==> config.mk <==
export PLATFORM = sky130hd
export DESIGN_NAME = board_supervisor
export DESIGN_NICKNAME = d
export VERILOG_FILES = /design/src/rtl/board_supervisor.sv
export SDC_FILE = /design/constraint.sdc
export NUM_CORES = 1
export LEC_CHECK = 0
export BUFFER_PORTS_ARGS = -buffer_cell sky130_fd_sc_hd__buf_4
export CAP_MARGIN = 10
export CELL_PAD_IN_SITES_DETAIL_PLACEMENT = 0
export CELL_PAD_IN_SITES_GLOBAL_PLACEMENT = 1
export CORE_MARGIN = 5
export CORE_UTILIZATION = 47
export CTS_BUF_LIST = sky130_fd_sc_hd__clkbuf_8
export DETAILED_ROUTE_END_ITERATION = 7
export HOLD_SLACK_MARGIN = 0.05
export PLACE_DENSITY_LB_ADDON = 0.1
export RECOVER_POWER = 50
export REMOVE_ABC_BUFFERS = 1
export SLEW_MARGIN = 10
export SYNTH_ARGS = -nofsm -noshare
export SYNTH_HDL_FRONTEND = slang
export SYNTH_SLANG_ARGS = --single-unit
==> constraint.sdc <==
create_clock -name clk -period 2.5 [get_ports clk]
set_input_delay 0.75 -clock clk [delete_from_list [all_inputs] [get_ports clk]]
set_output_delay 0.75 -clock clk [all_outputs]
set_load 0.01 [all_outputs]
==> src/rtl/board_supervisor.sv <==
// board_supervisor: conditions asynchronous board inputs (synchronise, optional
// debounce, edge pulses) and sequences the downstream core reset from the PLL
// lock flag, counting lock losses and driving a heartbeat LED.
// Optional debounce filter: define BOARD_SUPERVISOR_DEBOUNCE_EN. Without it,
// clean_o is the second synchroniser flop (2-cycle latency).
module board_supervisor #(
  parameter int NI        = 3,
  parameter int DB_CYCLES = 65536,
  parameter int RST_HOLD  = 1024,
  parameter int SETTLE    = 4096,
  parameter int HB_DIV    = 36864000
) (
  input  logic          clk,
  input  logic          rst,
  input  logic [NI-1:0] raw_i,
  input  logic          pll_locked,
  output logic [NI-1:0] clean_o,
  output logic [NI-1:0] rise_o,
  output logic [NI-1:0] fall_o,
  output logic          core_rst,
  output logic [1:0]    state_o,
  output logic [7:0]    loss_cnt,
  output logic          heartbeat
);

  localparam int TW = 17;
  localparam int HW = (HB_DIV > 1) ? $clog2(HB_DIV) : 1;
  localparam logic [TW-1:0] HOLD_MAX   = TW'(RST_HOLD - 1);
  localparam logic [TW-1:0] SETTLE_MAX = TW'(SETTLE - 1);
  localparam logic [HW-1:0] HB_MAX     = HW'(HB_DIV - 1);

  logic [NI-1:0] sync1_q, sync1_d;
  logic [NI-1:0] clean_q, clean_d;
  logic [NI-1:0] rise_q, rise_d;
  logic [NI-1:0] fall_q, fall_d;

`ifdef BOARD_SUPERVISOR_DEBOUNCE_EN
  localparam int CW = $clog2(DB_CYCLES);
  localparam logic [CW-1:0] DB_MAX = CW'(DB_CYCLES - 1);

  logic [NI-1:0]         sync2_q, sync2_d;
  logic [NI-1:0][CW-1:0] cnt_q, cnt_d;

  // Debounce: count consecutive cycles the synchronised level disagrees with
  // the clean level; adopt the new level once it has disagreed DB_CYCLES times.
  always_comb begin
    sync1_d = raw_i;
    sync2_d = sync1_q;
    clean_d = clean_q;
    cnt_d   = cnt_q;
    for (int i = 0; i < NI; i++) begin
      if (sync2_q[i] == clean_q[i]) begin
        cnt_d[i] = '0;
      end else if (cnt_q[i] == DB_MAX) begin
        clean_d[i] = sync2_q[i];
        cnt_d[i]   = '0;
      end else begin
        cnt_d[i] = cnt_q[i] + CW'(1);
      end
    end
    rise_d = clean_d & ~clean_q;
    fall_d = ~clean_d & clean_q;
  end

  // Synchroniser, debounce counter and edge-pulse registers.
  always_ff @(posedge clk) begin
    if (rst) begin
      sync1_q <= '0;
      sync2_q <= '0;
      cnt_q   <= '0;
      clean_q <= '0;
      rise_q  <= '0;
      fall_q  <= '0;
    end else begin
      sync1_q <= sync1_d;
      sync2_q <= sync2_d;
      cnt_q   <= cnt_d;
      clean_q <= clean_d;
      rise_q  <= rise_d;
      fall_q  <= fall_d;
    end
  end
`else
  // Without debounce the clean register is the second synchroniser stage;
  // edge pulses are derived from the value about to be loaded into it.
  always_comb begin
    sync1_d = raw_i;
    clean_d = sync1_q;
    rise_d  = clean_d & ~clean_q;
    fall_d  = ~clean_d & clean_q;
  end

  // Two-flop synchroniser and edge-pulse registers.
  always_ff @(posedge clk) begin
    if (rst) begin
      sync1_q <= '0;
      clean_q <= '0;
      rise_q  <= '0;
      fall_q  <= '0;
    end else begin
      sync1_q <= sync1_d;
      clean_q <= clean_d;
      rise_q  <= rise_d;
      fall_q  <= fall_d;
    end
  end
`endif

  typedef enum logic [1:0] {
    S_HOLD      = 2'd0,
    S_WAIT_LOCK = 2'd1,
    S_SETTLE    = 2'd2,
    S_RUN       = 2'd3
  } state_t;

  state_t        state_q, state_d;
  logic          lock1_q, lock1_d;
  logic          lock2_q, lock2_d;
  logic [TW-1:0] tmr_q, tmr_d;
  logic [7:0]    loss_q, loss_d;
  logic          core_rst_q, core_rst_d;
  logic [HW-1:0] hb_cnt_q, hb_cnt_d;
  logic          hb_q, hb_d;

  // Supervisor next state: hold off, wait for lock, require a stable locked
  // window, then run; any lock loss falls back to waiting for lock.
  always_comb begin
    lock1_d = pll_locked;
    lock2_d = lock1_q;
    state_d = state_q;
    tmr_d   = tmr_q;
    loss_d  = loss_q;
    case (state_q)
      S_HOLD: begin
        // Lock is deliberately not looked at while holding.
        if (tmr_q == HOLD_MAX) begin
          state_d = S_WAIT_LOCK;
          tmr_d   = '0;
        end else begin
          tmr_d = tmr_q + TW'(1);
        end
      end
      S_WAIT_LOCK: begin
        tmr_d = '0;
        if (lock2_q) state_d = S_SETTLE;
      end
      S_SETTLE: begin
        if (!lock2_q) begin
          state_d = S_WAIT_LOCK;
          tmr_d   = '0;
        end else if (tmr_q == SETTLE_MAX) begin
          state_d = S_RUN;
          tmr_d   = '0;
        end else begin
          tmr_d = tmr_q + TW'(1);
        end
      end
      default: begin
        tmr_d = '0;
        if (!lock2_q) begin
          state_d = S_WAIT_LOCK;
          if (loss_q != 8'hFF) loss_d = loss_q + 8'd1;
        end
      end
    endcase
    // Registered from the next state so core_rst lines up with state_o.
    core_rst_d = (state_d != S_RUN);
  end

  // Free-running heartbeat divider; toggles the LED on each wrap.
  always_comb begin
    hb_cnt_d = hb_cnt_q + HW'(1);
    hb_d     = hb_q;
    if (hb_cnt_q == HB_MAX) begin
      hb_cnt_d = '0;
      hb_d     = ~hb_q;
    end
  end

  // Lock synchroniser, supervisor and heartbeat registers.
  always_ff @(posedge clk) begin
    if (rst) begin
      lock1_q    <= 1'b0;
      lock2_q    <= 1'b0;
      state_q    <= S_HOLD;
      tmr_q      <= '0;
      loss_q     <= '0;
      core_rst_q <= 1'b1;
      hb_cnt_q   <= '0;
      hb_q       <= 1'b0;
    end else begin
      lock1_q    <= lock1_d;
      lock2_q    <= lock2_d;
      state_q    <= state_d;
      tmr_q      <= tmr_d;
      loss_q     <= loss_d;
      core_rst_q <= core_rst_d;
      hb_cnt_q   <= hb_cnt_d;
      hb_q       <= hb_d;
    end
  end

  assign clean_o   = clean_q;
  assign rise_o    = rise_q;
  assign fall_o    = fall_q;
  assign core_rst  = core_rst_q;
  assign state_o   = state_q;
  assign loss_cnt  = loss_q;
  assign heartbeat = hb_q;

endmodule

==> metrics.txt <==
Detail Route Antenna Nets 0; Worst Hold Launch clean_d[2]; share of cells above drive strength 1 0.08621; slack of the critical path 370.8 ps; DRC viols 0; syn_area_per_cell 9.189 sq um; CP max-delay cell or4_4; fin nets around 350; Die ar. 0.007806 sq mm; Cell Chain, Critical Path ha_1 -> nand2_1 -> or4_4 -> or4_1 -> a21oi_1; Slew HR 0.2888; Hold EP fall_o[2]; post-layout min period around 2100 ps; Syn-to-layout area delta 14.31%; Iter 0 DRT Violations 100; grt ovf 0; final number of setup-violating endpoints 0; clock sink total 69; register area share after synthesis 0.4788; Async SR Flop Fraction 0; max cap viols 0; root buf cell clkbuf_8; CP peak stage delay 640 ps; crit share post-route 0.8517; Ports 27; VDD IR max about 0.41 mV; largest net degree at the start of global routing 26; status finished clean; pwr/cell area 662.9 mW/mm^2; worst skew pair latency 340 ps; Post-DP HPWL 3769 microns; FF-to-FF End hb_cnt_q[22]; Wirelength per Cell 13.28 microns; core footprint 0.005956 sq mm; worst-margin pin slew 1067 ps; Fin. Hold Viols 0; Seq cells post-synth 69; FF-to-FF Start hb_cnt_q[0]; Die X 88.35 microns; final slew viol count 0; EDFF count, synth 0; fin util 0.5538; worst hold path depth 1; Critical Path AT 2400 ps; DP Worst Slack between 300 and 400 ps; R2R cell count 5; Clock Path Buffers 2; DR pass1 iterations 4; fmax 0.4697 GHz; Unique masters post-synth 41; Initial Util 0.4845; postcts setup bufs 0; GRT Resource Usage Total 0.1573; Post-Route WL 5619 microns; Cell Area, Synth ~0.0029 sq mm; vias in the first global route 2193; Worst setup EP type register; CP Launch Type register; Pleak 1.122 nW; antenna diode count 0; R2R setup slack about 370 ps; vias 2349; CTS Buf Count 9; first-pass GRT wire length 9853 microns; Crit Path Class reg2reg; Critical Path Start hb_cnt_q[0]; CTS hold repair buffers 0; Worst-path clk slew roughly 80 ps; Gates resized, CTS repair 0; Avg Vias per Cell around 5.6; CTS tree built; Total Negative Setup Slacks 0 ps; # fillers 565; ys flop type dfxtp_1; CP Max Fanout 14; Post-Synthesis Cells 314; Setup Skew 7.328 ps; Die Y 88.35 microns; WP data required 2770 ps; deepest level of the CTS H-tree 3; routability congestion estimate ~0.75; Ys Warns 0; Port Buffers 26; Pwr Total roughly 2.2 mW; initial antenna violation count 0; row count 28; Hold Path Class reg2reg; RSZ-0062 raised after global routing no
[synth_stat cells, types with 4 or more instances]
cell / number / area, sq um
nand4_1: 14 / 87.58
inv_1: 9 / 33.78
and4_1: 5 / 43.79
xnor2_1: 11 / 96.34
a22oi_1: 4 / 30.03
dfxtp_1: 69 / 1381
o21ai_0: 11 / 55.05
xor2_1: 15 / 131.4
clkbuf_1: 9 / 33.78
nand2_1: 15 / 56.30
or4_1: 10 / 75.07
nor2_1: 22 / 82.58
nand3_1: 16 / 80.08
nor3_1: 7 / 35.03
buf_2: 4 / 20.02
nor2b_1: 13 / 81.33
and3_1: 4 / 25.02
or3_1: 10 / 62.56
o31ai_1: 8 / 60.06
a21oi_1: 27 / 135.1
[sequential cells by signal, indices dropped and copies added, names as in the netlist]
signal,cells
hb_cnt_q,26
tmr_q,17
loss_cnt,8
clean_d,3
clean_o,3
fall_o,3
rise_o,3
state_o,2
core_rst,1
heartbeat,1
lock1_q,1
lock2_q,1
[layer usage]
metal / GRT usage / routed length, microns
met2: 0.2468 / 2510
met4: 0.07555 / 44
met3: 0.03445 / 238
met1: 0.2055 / 2825
met5: 0 / 0
[final cells by class]
cell class / count / area [sq um] / share of cell area
inverters: 9 / 33.78 / 0.01024
well taps: 75 / 93.84 / 0.02845
repair buffers: 31 / 150.1 / 0.04552
clock buffers: 9 / 123.9 / 0.03756
clock inverters: 7 / 98.84 / 0.02997
multi-input cells: 223 / 1416 / 0.4294
flip-flops and latches: 69 / 1381 / 0.4188
[placed cells by master, fill, tap and decap left out, types with 13 or more instances in the layout]
cell type   n
nor2b_1    13
nand4_1    14
xor2_1     15
a21oi_1    27
nand3_1    16
dfxtp_1    69
clkbuf_1   22
nor2_1     22
nand2_1    15
[how the worst max path moves through the flow]
stage / end / slack, ps
3_5_place_dp: hb_cnt_q[22] / 370
5_1_grt: hb_cnt_q[25] / 240
3_3_place_gp: hb_cnt_q[24] / 430
6_report: hb_cnt_q[22] / 370
2_1_floorplan: hb_cnt_q[10] / 50
4_1_cts: hb_cnt_q[22] / 360
[cell families after synthesis]
family / synth area share
flops: 0.4787
buf+inv: 0.03035
fa+ha+maj: 0.01301
simple gates: 0.2563
compound gates: 0.1392
xor+xnor: 0.07893
mux: 0.003469
[worst max-delay path: cells and delay by family (launching register included)]
kind	cells	cell delay, ps
AOI/OAI and AO/OA	1	150
adders and majority gates	1	220
DFF	1	390
and+or+nand+nor	3	1300
[through the flow]
stage	area, sq um	cells	hold WS [ps]
2_1_floorplan	2831	301	387.5
4_1_cts	3381	423	411.0
6_report	3298	423	407.9
3_5_place_dp	3158	407	398.6
3_3_place_gp	3158	407	401.5
5_1_grt	3298	423	422.8
[report_power, final]
group / leakage (nW) / total, mW / switching [mW] / internal (mW)
clock: 0.110 / 1.00 / 0.437 / 0.566
combinational: 0.453 / 0.0562 / 0.0321 / 0.0241
sequential: 0.559 / 1.13 / 0.0109 / 1.12
(Power assumes the default switching activity.)
